$ cat src/rtl/vlc_pkg.sv
// ----------------------------------------------------------------------------
// vlc_pkg
// Shared constants and types for the VLC link: encoded and decoded frame
// widths, the default receiver oversampling ratio and the receiver FSM state
// type.
// ----------------------------------------------------------------------------
package vlc_pkg;

    localparam int FRAME_W = 36;  // LDPC-encoded frame width
    localparam int DATA_W  = 27;  // payload width before encoding
    localparam int VLC_OSR = 8;   // default main_clk cycles per line bit

    typedef enum logic [1:0] {
        IDLE,
        START,
        DATA,
        STOP
    } rx_state_t;

endpackage

$ cat src/rtl/rx_bit_sampler.sv
// ----------------------------------------------------------------------------
// rx_bit_sampler
// Front end of the VLC receiver. It synchronises the raw photodetector line,
// detects the idle-to-start rising edge, runs the bit-phase counter and issues
// one decision strobe per bit period together with the decided bit value.
//
// Optional feature: VLC_RX_MAJORITY_EN. When it is defined, each bit is a
// 2-of-3 vote of the samples at centre-1, centre and centre+1, and the
// strobe fires at centre+1. When it is not defined, a single sample is taken
// at the centre.
//
// Ports:
//   main_clk   in   system clock
//   rst_n      in   asynchronous active-low reset
//   rx_in      in   asynchronous serial line, idle low
//   phase_clr  in   restart the bit phase (cycle t0)
//   start_edge out  synchronised line rose this cycle
//   bit_strobe out  bit decision point of the current bit period
//   bit_val    out  decided bit value, valid with bit_strobe
// ----------------------------------------------------------------------------
module rx_bit_sampler
    import vlc_pkg::*;
#(
    parameter int OSR = VLC_OSR
) (
    input  logic main_clk,
    input  logic rst_n,
    input  logic rx_in,
    input  logic phase_clr,
    output logic start_edge,
    output logic bit_strobe,
    output logic bit_val
);

    localparam int PW = $clog2(OSR);

    logic          sync1_reg;
    logic          rx_s_reg;
    logic          rx_s_d_reg;
    logic [PW-1:0] phase_reg;

    always_ff @(posedge main_clk or negedge rst_n) begin
        if (!rst_n) begin
            sync1_reg  <= 1'b0;
            rx_s_reg   <= 1'b0;
            rx_s_d_reg <= 1'b0;
        end else begin
            sync1_reg  <= rx_in;
            rx_s_reg   <= sync1_reg;
            rx_s_d_reg <= rx_s_reg;
        end
    end

    assign start_edge = rx_s_reg & ~rx_s_d_reg;

    // Phase is 0 in the cycle after t0, so the bit centre of bit k lands on
    // phase OSR/2-1, i.e. cycle t0 + OSR/2 + k*OSR.
    always_ff @(posedge main_clk or negedge rst_n) begin
        if (!rst_n) begin
            phase_reg <= '0;
        end else if (phase_clr || phase_reg == PW'(OSR - 1)) begin
            phase_reg <= '0;
        end else begin
            phase_reg <= phase_reg + 1'b1;
        end
    end

`ifdef VLC_RX_MAJORITY_EN
    localparam logic [PW-1:0] PH_DEC = PW'(OSR / 2);

    logic early_reg;
    logic mid_reg;

    always_ff @(posedge main_clk or negedge rst_n) begin
        if (!rst_n) begin
            early_reg <= 1'b0;
            mid_reg   <= 1'b0;
        end else begin
            if (phase_reg == PH_DEC - 2'd2) early_reg <= rx_s_reg;
            if (phase_reg == PH_DEC - 2'd1) mid_reg   <= rx_s_reg;
        end
    end

    // The third vote is the live centre+1 sample, so the decision needs no
    // extra register stage.
    assign bit_strobe = (phase_reg == PH_DEC);
    assign bit_val    = (early_reg & mid_reg) | (early_reg & rx_s_reg) |
                        (mid_reg & rx_s_reg);
`else
    localparam logic [PW-1:0] PH_DEC = PW'(OSR / 2 - 1);

    assign bit_strobe = (phase_reg == PH_DEC);
    assign bit_val    = rx_s_reg;
`endif

endmodule

$ cat src/rtl/vlc_frame_receiver.sv
// ----------------------------------------------------------------------------
// vlc_frame_receiver
// Receives one start bit, FRAME_W data bits (MSB first) and one stop bit from
// the oversampled optical line, and hands good frames to the LDPC decoder.
// Frames whose stop bit is 1 raise frame_err and are dropped.
//
// Optional feature: VLC_RX_MAJORITY_EN (handled in rx_bit_sampler) moves each
// decision and the output pulse one cycle later and adds a 2-of-3 vote.
//
// Ports:
//   main_clk    in   system clock
//   rst_n       in   asynchronous active-low reset
//   rx_in       in   asynchronous serial line, idle low
//   frame_data  out  last good frame, bit FRAME_W-1 = first data bit
//   frame_valid out  one-cycle pulse, frame_data updated in the same cycle
//   frame_err   out  one-cycle pulse on a bad stop bit
//   busy        out  receiver is inside a frame (including the pulse cycle)
// ----------------------------------------------------------------------------
module vlc_frame_receiver
    import vlc_pkg::*;
#(
    parameter int OSR = VLC_OSR
) (
    input  logic               main_clk,
    input  logic               rst_n,
    input  logic               rx_in,
    output logic [FRAME_W-1:0] frame_data,
    output logic               frame_valid,
    output logic               frame_err,
    output logic               busy
);

    rx_state_t          state_reg;
    rx_state_t          state_next;
    logic [5:0]         bit_cnt_reg;
    logic [FRAME_W-1:0] shift_reg;
    logic [FRAME_W-1:0] frame_data_reg;
    logic               valid_reg;
    logic               err_reg;

    logic phase_clr;
    logic start_edge;
    logic bit_strobe;
    logic bit_val;
    logic cnt_clr;
    logic shift_en;
    logic load_frame;
    logic stop_bad;

    rx_bit_sampler #(
        .OSR(OSR)
    ) u_sampler (
        .main_clk  (main_clk),
        .rst_n     (rst_n),
        .rx_in     (rx_in),
        .phase_clr (phase_clr),
        .start_edge(start_edge),
        .bit_strobe(bit_strobe),
        .bit_val   (bit_val)
    );

    always_ff @(posedge main_clk or negedge rst_n) begin
        if (!rst_n) begin
            state_reg <= IDLE;
        end else begin
            state_reg <= state_next;
        end
    end

    always_comb begin
        state_next = state_reg;
        phase_clr  = 1'b0;
        cnt_clr    = 1'b0;
        shift_en   = 1'b0;
        load_frame = 1'b0;
        stop_bad   = 1'b0;
        unique case (state_reg)
            IDLE: begin
                if (start_edge) begin
                    phase_clr  = 1'b1;
                    state_next = START;
                end
            end
            START: begin
                if (bit_strobe) begin
                    if (bit_val) begin
                        cnt_clr    = 1'b1;
                        state_next = DATA;
                    end else begin
                        state_next = IDLE;  // false start, silent
                    end
                end
            end
            DATA: begin
                if (bit_strobe) begin
                    shift_en = 1'b1;
                    if (bit_cnt_reg == 6'(FRAME_W - 1)) begin
                        state_next = STOP;
                    end
                end
            end
            STOP: begin
                if (bit_strobe) begin
                    load_frame = ~bit_val;
                    stop_bad   = bit_val;
                    state_next = IDLE;
                end
            end
            default: state_next = IDLE;
        endcase
    end

    always_ff @(posedge main_clk or negedge rst_n) begin
        if (!rst_n) begin
            bit_cnt_reg    <= '0;
            shift_reg      <= '0;
            frame_data_reg <= '0;
            valid_reg      <= 1'b0;
            err_reg        <= 1'b0;
        end else begin
            if (cnt_clr) begin
                bit_cnt_reg <= '0;
            end else if (shift_en) begin
                bit_cnt_reg <= bit_cnt_reg + 1'b1;
            end
            if (shift_en) begin
                shift_reg <= {shift_reg[FRAME_W-2:0], bit_val};
            end
            if (load_frame) begin
                frame_data_reg <= shift_reg;
            end
            valid_reg <= load_frame;
            err_reg   <= stop_bad;
        end
    end

    assign frame_data  = frame_data_reg;
    assign frame_valid = valid_reg;
    assign frame_err   = err_reg;
    // The FSM is already back in IDLE during the pulse cycle; the pulse terms
    // keep busy asserted through it.
    assign busy        = (state_reg != IDLE) | valid_reg | err_reg;

endmodule
$ cat config.mk
export PLATFORM = sky130hd
export DESIGN_NAME = vlc_frame_receiver
export DESIGN_NICKNAME = d
export VERILOG_FILES = /design/src/rtl/vlc_pkg.sv /design/src/rtl/rx_bit_sampler.sv /design/src/rtl/vlc_frame_receiver.sv
export SDC_FILE = /design/constraint.sdc
export NUM_CORES = 1
export LEC_CHECK = 0
export BUFFER_PORTS_ARGS = -buffer_cell sky130_fd_sc_hd__buf_4
export CORE_MARGIN = 2
export CORE_UTILIZATION = 40
export CTS_CLUSTER_SIZE = 12
export DETAILED_ROUTE_END_ITERATION = 8
export MAX_ROUTING_LAYER = met4
export PLACE_DENSITY = 0.73
export SLEW_MARGIN = 40
export SYNTH_ARGS = -nofsm -noshare
export SYNTH_HDL_FRONTEND = slang
export SYNTH_SLANG_ARGS = --single-unit
export TNS_END_PERCENT = 10
$ cat constraint.sdc
create_clock -name main_clk -period 1.8 [get_ports main_clk]
set_input_delay 0.09 -clock main_clk [delete_from_list [all_inputs] [get_ports main_clk]]
set_output_delay 0.09 -clock main_clk [all_outputs]
set_load 0.02 [all_outputs]
==> flow_summary.yaml <==
timing:
  timing.final.crit_share_pct: 95.5
  drv_slew: 0
  finalCriticalPeriod_ns: 1.72
  worstMarginPinSlew_ns: 0.531
  fin_ws_ns: 0.0813
  hold_violations: 0
  rsz0062_at_grt: "no"
  setup_violations: 0
  max_freq_mhz: 582
  slew_headroom_pct: 64.6
  setup_tns_ns: 0
  finClkSkew_ns: 0.0107
  whs_ns: 0.243
clocking:
  root_buffer: "clkbuf_8"
  path_clk_slew_ns: 0.09
  cts_tree: "done"
  insertion_delay_ns: 0.36
  numCtsBuffers: 9
  cts_buffer_depth: 2
  cts.sinks: 88
  htreeDepth: 3
critical_path:
  cp.arrival_ns: 1.63
  required_ns: 1.71
  start_kind: "register"
  end_kind: "output port"
  r2r_setup_slack_ns: 0.10
  criticalPathCategory: "reg -> out"
  cp_max_fo: 2
routing:
  ant_nets: 0
  vias_per_cell: 4.95
  route.vias.total: 1876
  wire_per_inst_um: 14.8
  drtPass1Iterations: 4
  drc: 0
  wl_um: 5600
  drt_iter0_markers: 70
pwr:
  pwr-share-seq_pct: 52.0
  clkPwrFrac_pct: 32.9
  leakagePower_nw: 2.21
  switchingPower_mw: 1.09
  p_total_mw: 4.16
  ir_worst_vdd_mv: 0.465
  p_comb_share_pct: 15.1
  p_sw_share_pct: 26.1
  p_int_mw: 3.07
  p_per_area_mw_per_mm2: 1000
grt:
  grt.total_usage_pct: 13.5
  overflow: 0
  grt_pass1_vias: 1963
  grt_start_max_net_pins: 43
  antenna_found_initial: 0
  grt_pass1_wl_um: 9720
die:
  die_area_mm2: 0.00935
  io_pins: 42
  die_height_um: 96.7
  die_w_um: 96.7
  start_util_pct: 41.6
  num_rows: 33
  core_area_mm2: 0.00826
place:
  io_buffer_count: 41
  preCtsSetupSlack_ns: 0.0367
  dp_cells: 359
  routabilityCongestion: 0.843
  postPlaceCellArea_mm2: 0.00388
  hpwl_um: 3690
synth:
  avgSynthCellArea_um2: 16.0
  ys_seq_elements: 88
  synthCells: 215
  synth_nets: 222
  ys_types: 25
  ys_seq_area_share_pct: 64.1
  netlist_area_mm2: 0.00344
  ys_warn_count: 0
layout:
  utilization_pct: 50.2
  layout_commonest_cell: "dfrtp_1"
  final_cell_mix: "dfrtp_1, mux2_2, buf_4"
  multi_input_area_mm2: 0.00114
  nNetsFinal: 276
  stdcell_count: 379
  areaGrowthSynthToFinish_pct: 20.6
  diodes: 0
  drive_above_1_share_pct: 54.4
  fill_cells: 744
  post-route-cell-area_mm2: 0.00414
  seqCellArea_mm2: 0.00220
outcome:
  status: "completed"
hold_path:
  hp-class: "in -> async"
run:
  maxCapViolCount: 0
-- worst max-delay path: stages (launching register included) --
cell,delay (ns)
dfrtp_2,0.42
or4_2,0.67
buf_4,0.18
-- final cells by class --
type | count | share of cell area, %
sequential | 88 | 53.2
multi-input combinational | 112 | 27.6
timing repair buffer | 54 | 10.9
clock buffer | 12 | 3.50
tap | 105 | 3.17
clock inverter | 4 | 1.27
inverter | 4 | 0.362
-- synthesized netlist by cell type --
cell type	count	area (µm²)
a21o_1	1	7.51
a21oi_1	1	5.00
and4_2	1	10.0
buf_2	1	5.00
buf_4	5	37.5
buf_6	5	56.3
dfrtp_1	88	2200
ha_1	4	50.1
inv_1	4	15.0
mux2_2	72	811
mux2i_1	1	10.0
nand2_1	5	18.8
nand3_1	2	10.0
nand3b_2	1	11.3
nand4b_1	4	35.0
nand4b_4	1	23.8
nor2_1	6	22.5
nor3b_1	2	15.0
nor4b_1	1	8.76
o211ai_1	2	15.0
o31a_2	1	10.0
o31ai_1	3	22.5
or4_1	1	7.51
or4_2	1	8.76
xor2_1	2	17.5
-- power by group through the flow --
stage	Sequential [mW]	Clock, mW	Combinational (mW)
6_report	2.16	1.37	0.627
2_1_floorplan	2.19	0	0.399
3_5_place_dp	2.24	0	0.510
3_3_place_gp	2.23	0	0.480
4_1_cts	2.16	1.40	0.588
5_1_grt	2.18	1.49	0.695
-- what timing repair did --
action | 4_1_cts | 5_1_grt
pin swaps | 0 | 2
endpoints found under the setup margin | 1 | 1
setup buffers | 2 | 0
endpoints found under the hold margin | 40 | 0
hold buffers | 2 | 0
gates resized for setup | 2 | 6
-- layer usage --
layer | track usage [%] | share of wire (%) | vias to the layer above
met5 | - | 0 | -
met4 | 6.18 | 1.9 | 0
met3 | 4.12 | 3.6 | 7
met2 | 20.8 | 50 | 32
met1 | 16.6 | 45 | 972
li1 | - | - | 865
-- path summary, 6_finish.rpt --
kind                                             start                         end  cells past startpoint
worst max register to register  u_sampler.phase_reg[0]              bit_cnt_reg[5]                      6
min in group main_clk              u_sampler.sync1_reg           u_sampler.bit_val                      0
worst max-delay path                      state_reg[0]                        busy                      2
worst min register to register     u_sampler.sync1_reg           u_sampler.bit_val                      0
worst min-delay path                             rst_n              frame_data[27]                      2
max in group asynchronous                        rst_n  asynchronous set/reset pin                      3
-- logic make-up after synthesis --
| family | synth area share [%] |
|---|---|
| flops | 64.1 |
| mux | 23.9 |
| simple gates | 4.99 |
| buf+inv | 3.31 |
| compound gates | 1.75 |
| fa+ha+maj | 1.46 |
| xor+xnor | 0.510 |
(Power assumes the default switching activity.)
